==> config.mk <==
export PLATFORM = sky130hd
export DESIGN_NAME = adder_pipe_n
export DESIGN_NICKNAME = d
export VERILOG_FILES = /design/src/rtl/adder_pipe_n.sv
export SDC_FILE = /design/constraint.sdc
export NUM_CORES = 1
export LEC_CHECK = 0
export CORE_MARGIN = 4
export CORE_UTILIZATION = 55
export DETAILED_ROUTE_END_ITERATION = 10
export GPL_ROUTABILITY_DRIVEN = 0
export PLACE_DENSITY = 0.75
export REMOVE_ABC_BUFFERS = 1
export SLEW_MARGIN = 20
export SYNTH_ARGS = -nofsm -noshare
export SYNTH_HDL_FRONTEND = slang
export SYNTH_SLANG_ARGS = --single-unit
==> constraint.sdc <==
create_clock -name clk -period 3.5 [get_ports clk]
set_input_delay 0.7 -clock clk [delete_from_list [all_inputs] [get_ports clk]]
set_output_delay 0.7 -clock clk [all_outputs]
set_load 0.05 [all_outputs]
==> src/rtl/adder_pipe_n.sv <==
// Pipelined N-bit adder/subtractor. One N/STAGES-bit slice is added per stage, and the carry
// ripples from stage to stage. Valid/ready handshake on both sides; bubbles collapse.
module adder_pipe_n #(
    parameter int N      = 32,
    parameter int STAGES = 4
) (
    input  logic         clk,
    input  logic         rst,
    input  logic         in_valid,
    output logic         in_ready,
    input  logic [N-1:0] a,
    input  logic [N-1:0] b,
    input  logic         cin,
    input  logic         sub,
    output logic         out_valid,
    input  logic         out_ready,
    output logic [N-1:0] sum,
    output logic         cout,
    output logic         ovf,
    output logic         zero
);

    localparam int W    = N / STAGES;
    localparam int LAST = STAGES - 1;

    logic [STAGES-1:0] v_reg;
    logic [STAGES-1:0] c_reg;
    logic [N-1:0]      a_reg  [STAGES];
    logic [N-1:0]      bx_reg [STAGES];
    logic [N-1:0]      s_reg  [STAGES];
    logic              ovf_reg;
    logic              zero_reg;

    logic [STAGES-1:0] load_en;
    logic [STAGES-1:0] v_src;
    logic [STAGES-1:0] c_src;
    logic [STAGES-1:0] c_next;
    logic [N-1:0]      a_src  [STAGES];
    logic [N-1:0]      bx_src [STAGES];
    logic [N-1:0]      s_src  [STAGES];
    logic [N-1:0]      s_next [STAGES];
    logic [W:0]        part   [STAGES];
    logic              ovf_next;
    logic              zero_next;

    // A stage can take new contents unless it and every stage after it are full while
    // the consumer stalls; this is the collapsed form of "empty or advancing".
    genvar gi;
    generate
        for (gi = 0; gi < STAGES; gi++) begin : g_load
            assign load_en[gi] = out_ready | ~(&v_reg[STAGES-1:gi]);
        end
    endgenerate

    assign in_ready = load_en[0];

    always_comb begin
        v_src[0]  = in_valid;
        a_src[0]  = a;
        bx_src[0] = b ^ {N{sub}};
        s_src[0]  = '0;
        c_src[0]  = cin ^ sub;
        for (int k = 1; k < STAGES; k++) begin
            v_src[k]  = v_reg[k-1];
            a_src[k]  = a_reg[k-1];
            bx_src[k] = bx_reg[k-1];
            s_src[k]  = s_reg[k-1];
            c_src[k]  = c_reg[k-1];
        end
        for (int k = 0; k < STAGES; k++) begin
            part[k] = {1'b0, a_src[k][k*W +: W]} + {1'b0, bx_src[k][k*W +: W]}
                    + {{W{1'b0}}, c_src[k]};
            s_next[k] = s_src[k];
            s_next[k][k*W +: W] = part[k][W-1:0];
            c_next[k] = part[k][W];
        end
        // Flags need the complete sum, so they are formed only as the last slice lands.
        ovf_next  = (a_src[LAST][N-1] == bx_src[LAST][N-1]) &&
                    (s_next[LAST][N-1] != a_src[LAST][N-1]);
        zero_next = ~|s_next[LAST];
    end

    always_ff @(posedge clk) begin
        if (rst) begin
            v_reg    <= '0;
            c_reg    <= '0;
            ovf_reg  <= 1'b0;
            zero_reg <= 1'b0;
            for (int k = 0; k < STAGES; k++) begin
                a_reg[k]  <= '0;
                bx_reg[k] <= '0;
                s_reg[k]  <= '0;
            end
        end else begin
            for (int k = 0; k < STAGES; k++) begin
                if (load_en[k]) begin
                    v_reg[k] <= v_src[k];
                    if (v_src[k]) begin
                        a_reg[k]  <= a_src[k];
                        bx_reg[k] <= bx_src[k];
                        s_reg[k]  <= s_next[k];
                        c_reg[k]  <= c_next[k];
                    end
                end
            end
            if (load_en[LAST] && v_src[LAST]) begin
                ovf_reg  <= ovf_next;
                zero_reg <= zero_next;
            end
        end
    end

    assign out_valid = v_reg[LAST];
    assign sum       = s_reg[LAST];
    assign cout      = c_reg[LAST];
    assign ovf       = ovf_reg;
    assign zero      = zero_reg;

endmodule
After elaboration in Yosys (flattened, before gate mapping):

Memories as Yosys holds them, arrays and structs flattened.
Cells that the tools add are included.

* register bits after elaboration: 10
* bits in latches: 0
* memory bits (writable): 384
* memory bits (read-only): 0
* bits of input ports: 70
* output and inout bits: 37
* logic and storage cells: 86
* memories kept: 3

Memories
* a_reg: words 4, width 32, rd ports 3, clocked after Yosys merged registers in 0, write ports 4, line 28 `logic [N-1:0] a_reg [STAGES];`
* bx_reg: words 4, width 32, rd ports 3, clocked after Yosys merged registers in 0, write ports 4, line 29 `logic [N-1:0] bx_reg [STAGES];`
* s_reg: words 4, width 32, rd ports 4, clocked after Yosys merged registers in 0, write ports 4, line 30 `logic [N-1:0] s_reg [STAGES];`

* $add $sub $neg: 8
* $mul: 0
* divide/modulo/power cells: 0
* $lt $le $gt $ge: 0
* eq/ne operators: 2
* shift operators: 0
* muxes and demuxes: 30
* bitwise operators: 22
* reduce and logical (&&, ||, !) cells: 11

Operator list (count)
* 32-bit two-way mux: 12
* 8-bit by 8-bit adder with 9-bit output: 4
* 9-bit by 1-bit adder with 9-bit output: 4
* 32-bit OR reduction: 1
* 32-bit XOR: 1
* 1-bit two-way mux: 18
* 1-bit bitwise OR: 16
* 2-bit AND reduction: 5
* 1-bit NOT: 4
* 4-bit AND reduction: 1
* 3-bit AND reduction: 1
* 1-bit logical AND: 2
* 1-bit == test: 1
* 1-bit zero test: 1
* 1-bit inequality test: 1
* 1-bit XOR: 1

Logic depth before layout (Yosys ltp):

* depth after elaboration: 7
* mapped depth: 11
* gate-level depth less buffers: 10

Worst setup path after synthesis:

No wires, ideal clock.

* path type: input -> register
* start point: input sub
* end point: register c_reg[0]
* library setup time: 187 ps
* arrival time: 2967 ps
* required time: 3313 ps
* setup slack: 346 ps
* stages on the path: 11
* path buffers: 2
* path through: buf_2 > buf_2 > xor2_1 > fa_1 > fa_1 > a21o_1 > a21oi_1 > nor2_1 > o31a_1 > o211ai_1 > o211ai_1

* word-level cells in the longest chain between the ends: 3
* elaborated cells between the ends (all ways): 4
* classes of those cells: add/sub (2); bitwise (2)

RTL lines
* start, declared: line 14 `input logic sub,`
* 32-bit XOR: line 60 `bx_src[0] = b ^ {N{sub}};`
* 8-bit by 8-bit adder with 9-bit output: line 71 `part[k] = {1'b0, a_src[k][k*W +: W]} + {1'b0, bx_src[k][k*W +: W]}`
* 9-bit by 1-bit adder with 9-bit output *: line 72 `+ {{W{1'b0}}, c_src[k]};`
* end signal, assigned by index: line 102 `c_reg[k] <= c_next[k];`
* end, declared: line 27 `logic [STAGES-1:0] c_reg;`

Every way passes the cells marked *; elsewhere a longest branch is shown, timed or not.
A chain may end at the register's enable or synchronous reset.

Worst setup path in the final report:

* start point: input b[0]
* end point: register c_reg[0]

* word-level cells in the longest chain between the ends: 3

RTL lines
* start, declared: line 12 `input logic [N-1:0] b,`
* 32-bit XOR: line 60
* 8-bit by 8-bit adder with 9-bit output: line 71
* 9-bit by 1-bit adder with 9-bit output: line 72

No other way between the ends.

==> flow_metrics.py <==
metrics = {
    "final_layout": {
        "layout-drive-gt1-share_pct": 7.31,
        "nNetsFinal": 845,
        "largest_reg_flops": 80,
        "mostFrequentLayoutCells": "edfxtp_1 (176), and2_1 (126), clkdlybuf4s50_1 (104)",
        "area_growth_pct": 22.8,
        "stdcell_count": 936,
        "nFillCells": 1018,
        "insertedDiodeCount": 0,
        "final_common_cell": "edfxtp_1",
    },
    "clock_tree": {
        "cts-buffers-inserted": 17,
        "cts_setup_buffers": 0,
        "cts_sinks": 186,
        "clockBufferDepth": 2,
        "path_clk_slew_ns": 0.07,
        "cts_tree": "built",
        "clock_latency_ns": 0.43,
        "ctsHoldBuffers": 0,
        "post_cts_resize_count": 0,
        "htree_num_levels": 4,
        "root_buffer": "clkbuf_16",
    },
    "die": {
        "coreArea_um2": 14800,
        "start_util_pct": 56.9,
        "rows": 44,
        "dieArea_um2": 17300,
        "die_w_um": 131,
        "die_y_um": 131,
        "num_io_pins": 107,
    },
    "detailed_routing": {
        "first_pass_iters": 4,
        "drt-vias-per-instance": 5.05,
        "drc": 0,
        "wire_per_inst_um": 14.1,
        "drtAntennaViolNets": 0,
        "vias": 4727,
        "wirelength_mm": 13.2,
        "drt-initial-drc-count": 271,
    },
    "pwr": {
        "peakVddDrop_uv": 382,
        "power_uw": 5140,
        "powerDensity_nw_per_um2": 499,
        "p_leak_uw": 0.00398,
    },
    "worst_setup_path": {
        "crit_buf_inv": 1,
        "rrSetupSlack_ns": 1.12,
        "critPathLaunch": "b[0]",
        "r2r-start": "c_reg[2]",
        "critPathTopFamily": "compound AO/OA/AOI/OAI gates",
        "critical-path-max-stage-delay_ns": 0.44,
        "crit_arrival_ns": 3.21,
        "required_ns": 3.78,
        "cp_slowest_cell": "fa_1",
        "crit_path_end_kind": "register",
        "crit_fanout": 2,
        "cp-start-kind": "primary input",
        "crit_chain": "clkdlybuf4s50_1, xor2_1, fa_1, fa_1, a21o_1, a21oi_1, nor2_1, o31a_1, o211ai_1, o211ai_1",
        "critPathKind": "primary input to register",
    },
    "sta": {
        "final.min_clock_period_ns": 2.93,
        "fmax_mhz": 342,
        "hold_ws_ns": 0.450,
        "grt_setup_unrepaired": "false",
        "skew_ns": 0.00837,
        "maxSlewViolCount": 0,
        "tightest_slew_ns": 0.704,
        "setup_total_negative_slack_ns": 0,
        "finalCritPeriodShare_pct": 83.6,
        "hold_viol": 0,
        "setup-violations-final": 0,
        "maxSlewHeadroom_pct": 52.9,
    },
    "logic_synthesis": {
        "ys_seq_area_share_pct": 65.4,
        "synth_edf_count": 176,
        "synth_top_area_share_pct": 63.0,
        "synth_top_area_cell": "edfxtp_1",
        "syn_inst": 626,
        "ys_ff_latch": 186,
        "ys_warn_count": 0,
        "async_reset_ff_share_pct": 0,
        "netlist_area_um2": 8390,
        "syn_area_per_cell_um2": 13.4,
        "synthFlopType": "edfxtp_1",
        "synth_area_leaders": "edfxtp_1 (63%), and2_1 (9.4%), ha_1 (4.2%)",
        "synth_cell_types": 46,
    },
    "worst_hold_path": {
        "hold_path_class": "register to register",
        "worstHoldStart": "zero",
    },
    "global_route": {
        "grt_max_degree": 45,
        "grt_usage_pct": 16.1,
        "grt_antenna_before_repair": 0,
        "grt_first_pass_wirelength_mm": 22.4,
        "grt_pass1_vias": 4850,
        "overflow": 0,
    },
    "place": {
        "post-dp-hpwl_mm": 9.34,
        "port_buffers": 106,
        "placed_cells": 904,
    },
    "job": {
        "maxCapViolCount": 0,
    },
    "run_status": {
        "status": "finished clean",
    },
}
## worst reg2reg max path: stages, from the launching register on
cell and delay, ns:
dfxtp_1 0.31, inv_1 0.07, fa_1 0.45, inv_1 0.10, fa_1 0.44, nor4b_1 0.31, nand4_1 0.13, nor3_1 0.26
nand4b_1 0.13, o21ai_1 0.12
## path summary, 6_finish.rpt
check,to,cells past startpoint
hold / removal,zero,2
hold reg to reg,zero,2
setup reg to reg,zero,9
setup / recovery,c_reg[0],10
## power breakdown
part / leakage (uW) / internal [uW] / switching, uW / total [uW]
Sequential: 0.00197 / 2580 / 43.4 / 2620
Clock: 0.000305 / 1170 / 791 / 1960
Combinational: 0.00171 / 253 / 304 / 557
## routing by layer
layer  global-route usage (%)  up-vias  share of wire, %
met4                     7.29        0               1.9
met3                     4.13       25               5.3
li1                         -     2407                 -
met2                     27.4      132                49
met5                        0        -                 0
met1                     19.6     2163                44
## cell families (layout without fill, tap and decap cells)
kind of cell	after synthesis	after routing	share of synthesized area, %
fa+ha+maj	36	36	6.09
flops	186	186	65.4
compound gates	60	60	4.71
buf+inv	44	170	2.13
xor+xnor	53	53	5.53
simple gates	245	245	15.9
mux	2	2	0.239
## final cells by class
type	count	area (um^2)	area share, %
clock buffer	19	453	4.40
tap	184	230	2.24
inverter	21	78.8	0.765
sequential	186	5490	53.3
timing repair buffer	117	1150	11.2
multi-input combinational	396	2740	26.6
clock inverter	13	165	1.60
## synth_stat cells, types with 10 or more instances
library cell,n
inv_1,20
ha_1,28
nor2_1,65
xnor2_1,37
dfxtp_1,10
a21oi_1,19
nand2_1,16
edfxtp_1,176
buf_2,11
xor2_1,16
and2_1,126
clkbuf_1,11
## through the flow
step	setup WS [ns]	area [um^2]	utilization (%)
2_1_floorplan	0.421	8290	-
3_3_place_gp	0.263	9670	65.6
3_5_place_dp	0.151	9680	65.6
4_1_cts	0.598	10300	69.8
5_1_grt	0.457	10300	69.8
6_report	0.572	10300	69.8
No activity file was read; power rests on OpenSTA's default activity.
